--- src/rtl/inst_loader.sv ---
// Boot loader for the host->board serial link: a length-prefixed program is written into
// instruction memory, then every later byte is queued for the core's IN instruction.
module inst_loader #(
    parameter int INST_SIZE = 14,
    parameter int FIFO_LOG  = 4
) (
    input  logic                 clk,
    input  logic                 rst,
    input  logic                 rx_valid,
    input  logic [7:0]           rx_data,
    output logic                 imem_we,
    output logic [INST_SIZE-1:0] imem_addr,
    output logic [31:0]          imem_wdata,
    output logic                 load_done,
    output logic                 load_err,
    input  logic                 in_pop,
    output logic [7:0]           in_data,
    output logic                 in_empty,
    output logic                 overflow
);
    localparam int          DEPTH = 1 << FIFO_LOG;
    localparam logic [32:0] CAP   = 33'd1 << INST_SIZE;

    typedef enum logic [1:0] {ST_HDR, ST_BODY, ST_RUN} state_t;

    state_t                 state_reg, state_next;
    logic [1:0]             byte_cnt_reg;
    logic [23:0]            shift_reg;
    logic [31:0]            count_reg;
    logic [31:0]            idx_reg;
    logic                   imem_we_reg;
    logic [INST_SIZE-1:0]   imem_addr_reg;
    logic [31:0]            imem_wdata_reg;
    logic                   done_reg, done_pend_reg, err_reg;

    logic [31:0] word;
    logic        last_byte;
    logic        wr_fire, body_done, hdr_zero, hdr_err;

    assign word      = {shift_reg, rx_data};
    assign last_byte = rx_valid && (byte_cnt_reg == 2'd3);

    always_comb begin
        state_next = state_reg;
        wr_fire    = 1'b0;
        body_done  = 1'b0;
        hdr_zero   = 1'b0;
        hdr_err    = 1'b0;
        case (state_reg)
            ST_HDR: begin
                if (last_byte) begin
                    hdr_err = ({1'b0, word} > CAP);
                    if (word == 32'd0) begin
                        state_next = ST_RUN;
                        hdr_zero   = 1'b1;
                    end else begin
                        state_next = ST_BODY;
                    end
                end
            end
            ST_BODY: begin
                if (last_byte) begin
                    // Words past the end of memory are swallowed so the stream stays aligned.
                    wr_fire = ((idx_reg >> INST_SIZE) == 32'd0);
                    if (idx_reg + 32'd1 == count_reg) begin
                        state_next = ST_RUN;
                        body_done  = 1'b1;
                    end
                end
            end
            ST_RUN:  state_next = ST_RUN;
            default: state_next = ST_HDR;
        endcase
    end

    always_ff @(posedge clk) begin
        if (rst) begin
            state_reg      <= ST_HDR;
            byte_cnt_reg   <= 2'd0;
            shift_reg      <= 24'd0;
            count_reg      <= 32'd0;
            idx_reg        <= 32'd0;
            imem_we_reg    <= 1'b0;
            imem_addr_reg  <= '0;
            imem_wdata_reg <= 32'd0;
            done_reg       <= 1'b0;
            done_pend_reg  <= 1'b0;
            err_reg        <= 1'b0;
        end else begin
            state_reg     <= state_next;
            imem_we_reg   <= wr_fire;
            // load_done trails the final write pulse by one cycle.
            done_pend_reg <= body_done;
            done_reg      <= done_reg | hdr_zero | done_pend_reg;
            err_reg       <= err_reg | hdr_err;
            if (rx_valid && state_reg != ST_RUN) begin
                byte_cnt_reg <= byte_cnt_reg + 2'd1;
                shift_reg    <= {shift_reg[15:0], rx_data};
            end
            if (state_reg == ST_HDR && last_byte) begin
                count_reg <= word;
                idx_reg   <= 32'd0;
            end
            if (state_reg == ST_BODY && last_byte) begin
                idx_reg <= idx_reg + 32'd1;
            end
            if (wr_fire) begin
                imem_addr_reg  <= idx_reg[INST_SIZE-1:0];
                imem_wdata_reg <= word;
            end
        end
    end

    assign imem_we    = imem_we_reg;
    assign imem_addr  = imem_addr_reg;
    assign imem_wdata = imem_wdata_reg;
    assign load_done  = done_reg;
    assign load_err   = err_reg;

    logic [7:0]        fifo_mem [DEPTH];
    logic [FIFO_LOG:0] wr_ptr_reg, rd_ptr_reg;
    logic              overflow_reg;
    logic              fifo_empty, fifo_full, push_req, pop_ok, push_ok;

    assign fifo_empty = (wr_ptr_reg == rd_ptr_reg);
    assign fifo_full  = (wr_ptr_reg[FIFO_LOG] != rd_ptr_reg[FIFO_LOG]) &&
                        (wr_ptr_reg[FIFO_LOG-1:0] == rd_ptr_reg[FIFO_LOG-1:0]);
    assign push_req   = rx_valid && (state_reg == ST_RUN);
    assign pop_ok     = in_pop && !fifo_empty;
    // A pop in the same cycle frees the slot, so a full FIFO still accepts the push.
    assign push_ok    = push_req && (!fifo_full || pop_ok);

    always_ff @(posedge clk) begin
        if (push_ok) begin
            fifo_mem[wr_ptr_reg[FIFO_LOG-1:0]] <= rx_data;
        end
    end

    always_ff @(posedge clk) begin
        if (rst) begin
            wr_ptr_reg   <= '0;
            rd_ptr_reg   <= '0;
            overflow_reg <= 1'b0;
        end else begin
            if (push_ok) wr_ptr_reg <= wr_ptr_reg + 1'b1;
            if (pop_ok)  rd_ptr_reg <= rd_ptr_reg + 1'b1;
            overflow_reg <= overflow_reg | (push_req && !push_ok);
        end
    end

    assign in_data  = fifo_empty ? 8'h00 : fifo_mem[rd_ptr_reg[FIFO_LOG-1:0]];
    assign in_empty = fifo_empty;
    assign overflow = overflow_reg;
endmodule

--- config.mk ---
export PLATFORM = sky130hd
export DESIGN_NAME = inst_loader
export DESIGN_NICKNAME = d
export VERILOG_FILES = /design/src/rtl/inst_loader.sv
export SDC_FILE = /design/constraint.sdc
export NUM_CORES = 1
export LEC_CHECK = 0
export ABC_AREA = 1
export CORE_UTILIZATION = 64
export CTS_CLUSTER_SIZE = 25
export DETAILED_ROUTE_END_ITERATION = 6
export PLACE_DENSITY_LB_ADDON = 0.08
export SETUP_SLACK_MARGIN = 0.02
export SYNTH_ARGS = -nofsm -noshare
export SYNTH_HDL_FRONTEND = slang
export SYNTH_SLANG_ARGS = --single-unit
--- constraint.sdc ---
create_clock -name clk -period 4 [get_ports clk]
set_input_delay 0.4 -clock clk [delete_from_list [all_inputs] [get_ports clk]]
set_output_delay 0.4 -clock clk [all_outputs]
set_load 0.05 [all_outputs]
==> reports/results.md <==
| Group | Item | Reported |
|---|---|---|
| outcome | Result of the run | completed |
| layout | Layout cells sized above 1 | 0.06628 |
| sta | Clock Skew | 17.82 ps |
| synth | Syn Std Cell Area | 12,870 um2 |
| placement | Worst setup timing slack at the placement stage | 952.9 ps |
| grt | Global-route wire length before repair | 54,280 um |
| routing | Wire length per cell after detailed routing | 19.30 um |
| routing | DRT antenna net count | 0 |
| clock tree | Sinks on Clock Net | 285 |
| grt | Maximum number of pins on one net before global-route repair | 83 |
| synth | Area fraction in and, or, nand and nor cells after synthesis | 0.2091 |
| pwr | Max VDD drop | 477.7 uV |
| synth | Proportion of synthesized chip area in sequential cells | 0.5430 |
| sta | Hold violation total from the final report | 0 |
| floorplanning | Initial Util | 0.6568 |
| clock tree | Source-to-sink clock delay at the later pin of the worst-skew pair | 550 ps |
| synth | Number of enable-type register cells in the synthesized netlist | 128 |
| floorplanning | Die Y | 143.8 um |
| routing | Final wirelength | 35,420 um |
| clock tree | Clk root buf | sky130_fd_sc_hd__clkbuf_16 |
| routing | Drc violations | 0 |
| sta | Time the worst path needs with I/O delays and setup | 3707 ps |
| placement | DP HPWL | 23,940 um |
| placement | Routability Congestion | 0.9759 |
| clock tree | CTS Hold Buffers Added | 0 |
| routing | Vias per inst | 5.866 |
| synth | Area share of the largest cell type after synthesis | 0.2987 |
| synth | Average cell area after synthesis | 8.665 um2 |
| clock tree | TritonCTS buffer count | 30 |
| layout | Area growth from synthesis to layout | 16.13% |
| setup path | Endpoint required time on the critical path | 3600 ps |
| sta | RSZ-0062 raised after global routing | false |
| synth | Cell count after synthesis | 1,485 |
| pwr | P_leak | 5.709 nW |
| setup path | Kind of critical path | flip-flop to primary output |
| clock tree | H-tree Lvls | 1 |
| clock tree | Number of gates given a new drive strength after cts | 0 |
| synth | Dominant synthesized flop cell | sky130_fd_sc_hd__dfxtp_1 |
| floorplanning | Row count | 51 |
| clock tree | CTS clock-pin slew for the worst setup and hold paths | 70 ps |
| setup path | CP Capture Type | primary output |
| layout | Fin nets | 1,568 |
| grt | Total congestion overflow | 0 |
| synth | #FFs+latches synth | 285 |
| sta | Headroom to the max-slew limit | 0.2704 |
| synth | Commonest cells in the netlist | sky130_fd_sc_hd__nand2_1, sky130_fd_sc_hd__nor2_1, sky130_fd_sc_hd__inv_1, sky130_fd_sc_hd__dfxtp_1, sky130_fd_sc_hd__edfxtp_1 |
| synth | Distinct cells, synth | 38 |
| synth | Async SR Flop Fraction | 0 |
| setup path | Maximum fanout encountered on the critical timing path | 33 |
| sta | Number of slew-limit violations in the final report | 0 |
| flow run | Max-Cap Viols | 0 |
| pwr | P per Cell Area | 541.1 nW/um2 |
| sta | Setup-violating endpoint count in the final report | 0 |
| clock tree | CTS tree | built |
| grt | Antenna violations before repair | 2 |
| setup path | Worst setup slack for register-to-register paths | 1260 ps |
| synth | Most frequent cell after synthesis | sky130_fd_sc_hd__nand2_1 |
| clock tree | Bufs on Longest Clock Path | 3 |
| sta | Maximum clock frequency | 269.7 MHz |
| sta | Final worst setup slack | 292.5 ps |
| floorplanning | Core ar. | 19,590 um2 |
| sta | Slew at the pin closest to its max-slew limit | 1090 ps |
| synth | Synth warnings | 0 |
| synth | Share of synthesized cell area in full adder, half adder and majority cells | 0.01070 |
| sta | Final TNS setup | 0 ps |
| synth | Fraction of synthesized cell area in xor and xnor cells | 0.006807 |
| floorplanning | Width of the chip | 143.8 um |
| routing | Length of the first detailed-routing pass in iterations | 5 |
| routing | Detailed Route Iter0 Violations | 1,019 |
| clock tree | Total setup buffers inserted after CTS | 0 |
| routing | Vias | 10,760 |
| synth | Combinational family with the most area after synthesis | simple AND/OR/NAND/NOR gates |
| synth | Leading area contributor after synthesis | sky130_fd_sc_hd__edfxtp_1 |
| synth | Net Count, Synth | 1,508 |
| synth | Area fraction in compound gates after synthesis | 0.1347 |
| grt | Via count of the first global-routing pass | 10,100 |
| min path | Min-Delay Path Class | flip-flop to flip-flop |
| setup path | Critical path data arrival time | 3310 ps |
| synth | Top post-synthesis cells by area | sky130_fd_sc_hd__edfxtp_1, sky130_fd_sc_hd__dfxtp_1, sky130_fd_sc_hd__nand2_1, sky130_fd_sc_hd__nor2_1, sky130_fd_sc_hd__inv_1 |
| sta | Final Cycle Share | 0.9269 |
| placement | Buffers on Ports | 70 |
| setup path | Type of origin of the critical path | flip-flop |
| layout | Max reg flops | 128 |
| floorplanning | Die footprint | 20,680 um2 |
| grt | All-Layer GR Usage | 0.3483 |
| floorplanning | I/O pins | 71 |
| synth | Share of cell area taken by muxes after synthesis | 0.02489 |
## layer usage
layer	track usage	vias to the layer above	routed length, um
li1	-	5145	-
met3	0.06165	63	3422
met5	0	-	27
met1	0.5004	5020	15170
met2	0.5307	532	15960
met4	0.1204	4	849
## through the flow
step,util,cell area [um2],std cells,hold WS [ps],power [mW]
final,0.7628,14940,1835,461.5,8.086
after global routing,0.7627,14940,1834,477.3,8.371
after CTS,0.7627,14940,1834,451.0,8.073
after detailed placement,0.7055,13820,1778,443.9,5.018
after global placement,0.7055,13820,1778,443.1,4.976
after floorplan,-,12870,1485,442.6,4.524
## area by class of cell
cell class	count	area, um2
inverters	181	679.4
fillers	1435	4647
multi-input cells	958	4969
flip-flops and latches	285	6990
clock buffers	34	807.0
diodes	1	2.502
well taps	265	331.6
repair buffers	89	850.8
clock inverters	22	312.8
## layout by cell type (no fill, tap or decap), types with 47 or more instances in the layout
| master | synthesis | final |
|---|---|---|
| sky130_fd_sc_hd__nand3_1 | 100 | 100 |
| sky130_fd_sc_hd__dfxtp_1 | 157 | 156 |
| sky130_fd_sc_hd__a211oi_1 | 47 | 47 |
| sky130_fd_sc_hd__nor2_1 | 208 | 208 |
| sky130_fd_sc_hd__inv_1 | 174 | 174 |
| sky130_fd_sc_hd__o21ai_0 | 104 | 104 |
| sky130_fd_sc_hd__a21oi_1 | 89 | 89 |
| sky130_fd_sc_hd__clkdlybuf4s50_1 | 0 | 69 |
| sky130_fd_sc_hd__nand2_1 | 232 | 232 |
| sky130_fd_sc_hd__edfxtp_1 | 128 | 128 |
## path summary, 6_finish.rpt
| kind | startpoint | end | cells after the start |
|---|---|---|---|
| setup / recovery | flip-flop | in_data[5] | 6 |
| hold / removal | imem_wdata[17]$_SDFFE_PP0P_ | imem_wdata[17]$_SDFFE_PP0P_ | 2 |
| setup reg to reg | wr_ptr_reg[2]$_SDFFE_PP0P_ | fifo_mem[9][1]$_DFFE_PP_ | 10 |
| hold reg to reg | imem_wdata[17]$_SDFFE_PP0P_ | imem_wdata[17]$_SDFFE_PP0P_ | 2 |
## critical path, stage by stage (launching register included)
cell                              delay [ps]
sky130_fd_sc_hd__dfxtp_1                 310
sky130_fd_sc_hd__buf_4                   320
sky130_fd_sc_hd__inv_1                   510
sky130_fd_sc_hd__o211ai_1                460
sky130_fd_sc_hd__nand3_1                 150
sky130_fd_sc_hd__a21oi_1                 180
sky130_fd_sc_hd__clkdlybuf4s50_1         820
## power breakdown
group / leakage [nW] / total (mW) / internal, mW / switching [mW]
Sequential: 2.42 / 3.41 / 3.17 / 0.238
Clock: 0.543 / 3.09 / 1.91 / 1.18
Combinational: 2.74 / 1.59 / 0.555 / 1.04
## cells by family (layout without fill, tap and decap cells)
group | Yosys count | count (layout)
AOI/OAI and AO/OA | 300 | 300
xor gates and xnor gates | 10 | 10
DFF | 285 | 285
other | 0 | 1
adders and majority gates | 11 | 11
buffers and inverters | 242 | 326
and+or+nand+nor | 605 | 605
muxes | 32 | 32
Power figures use the tool's default switching activity.
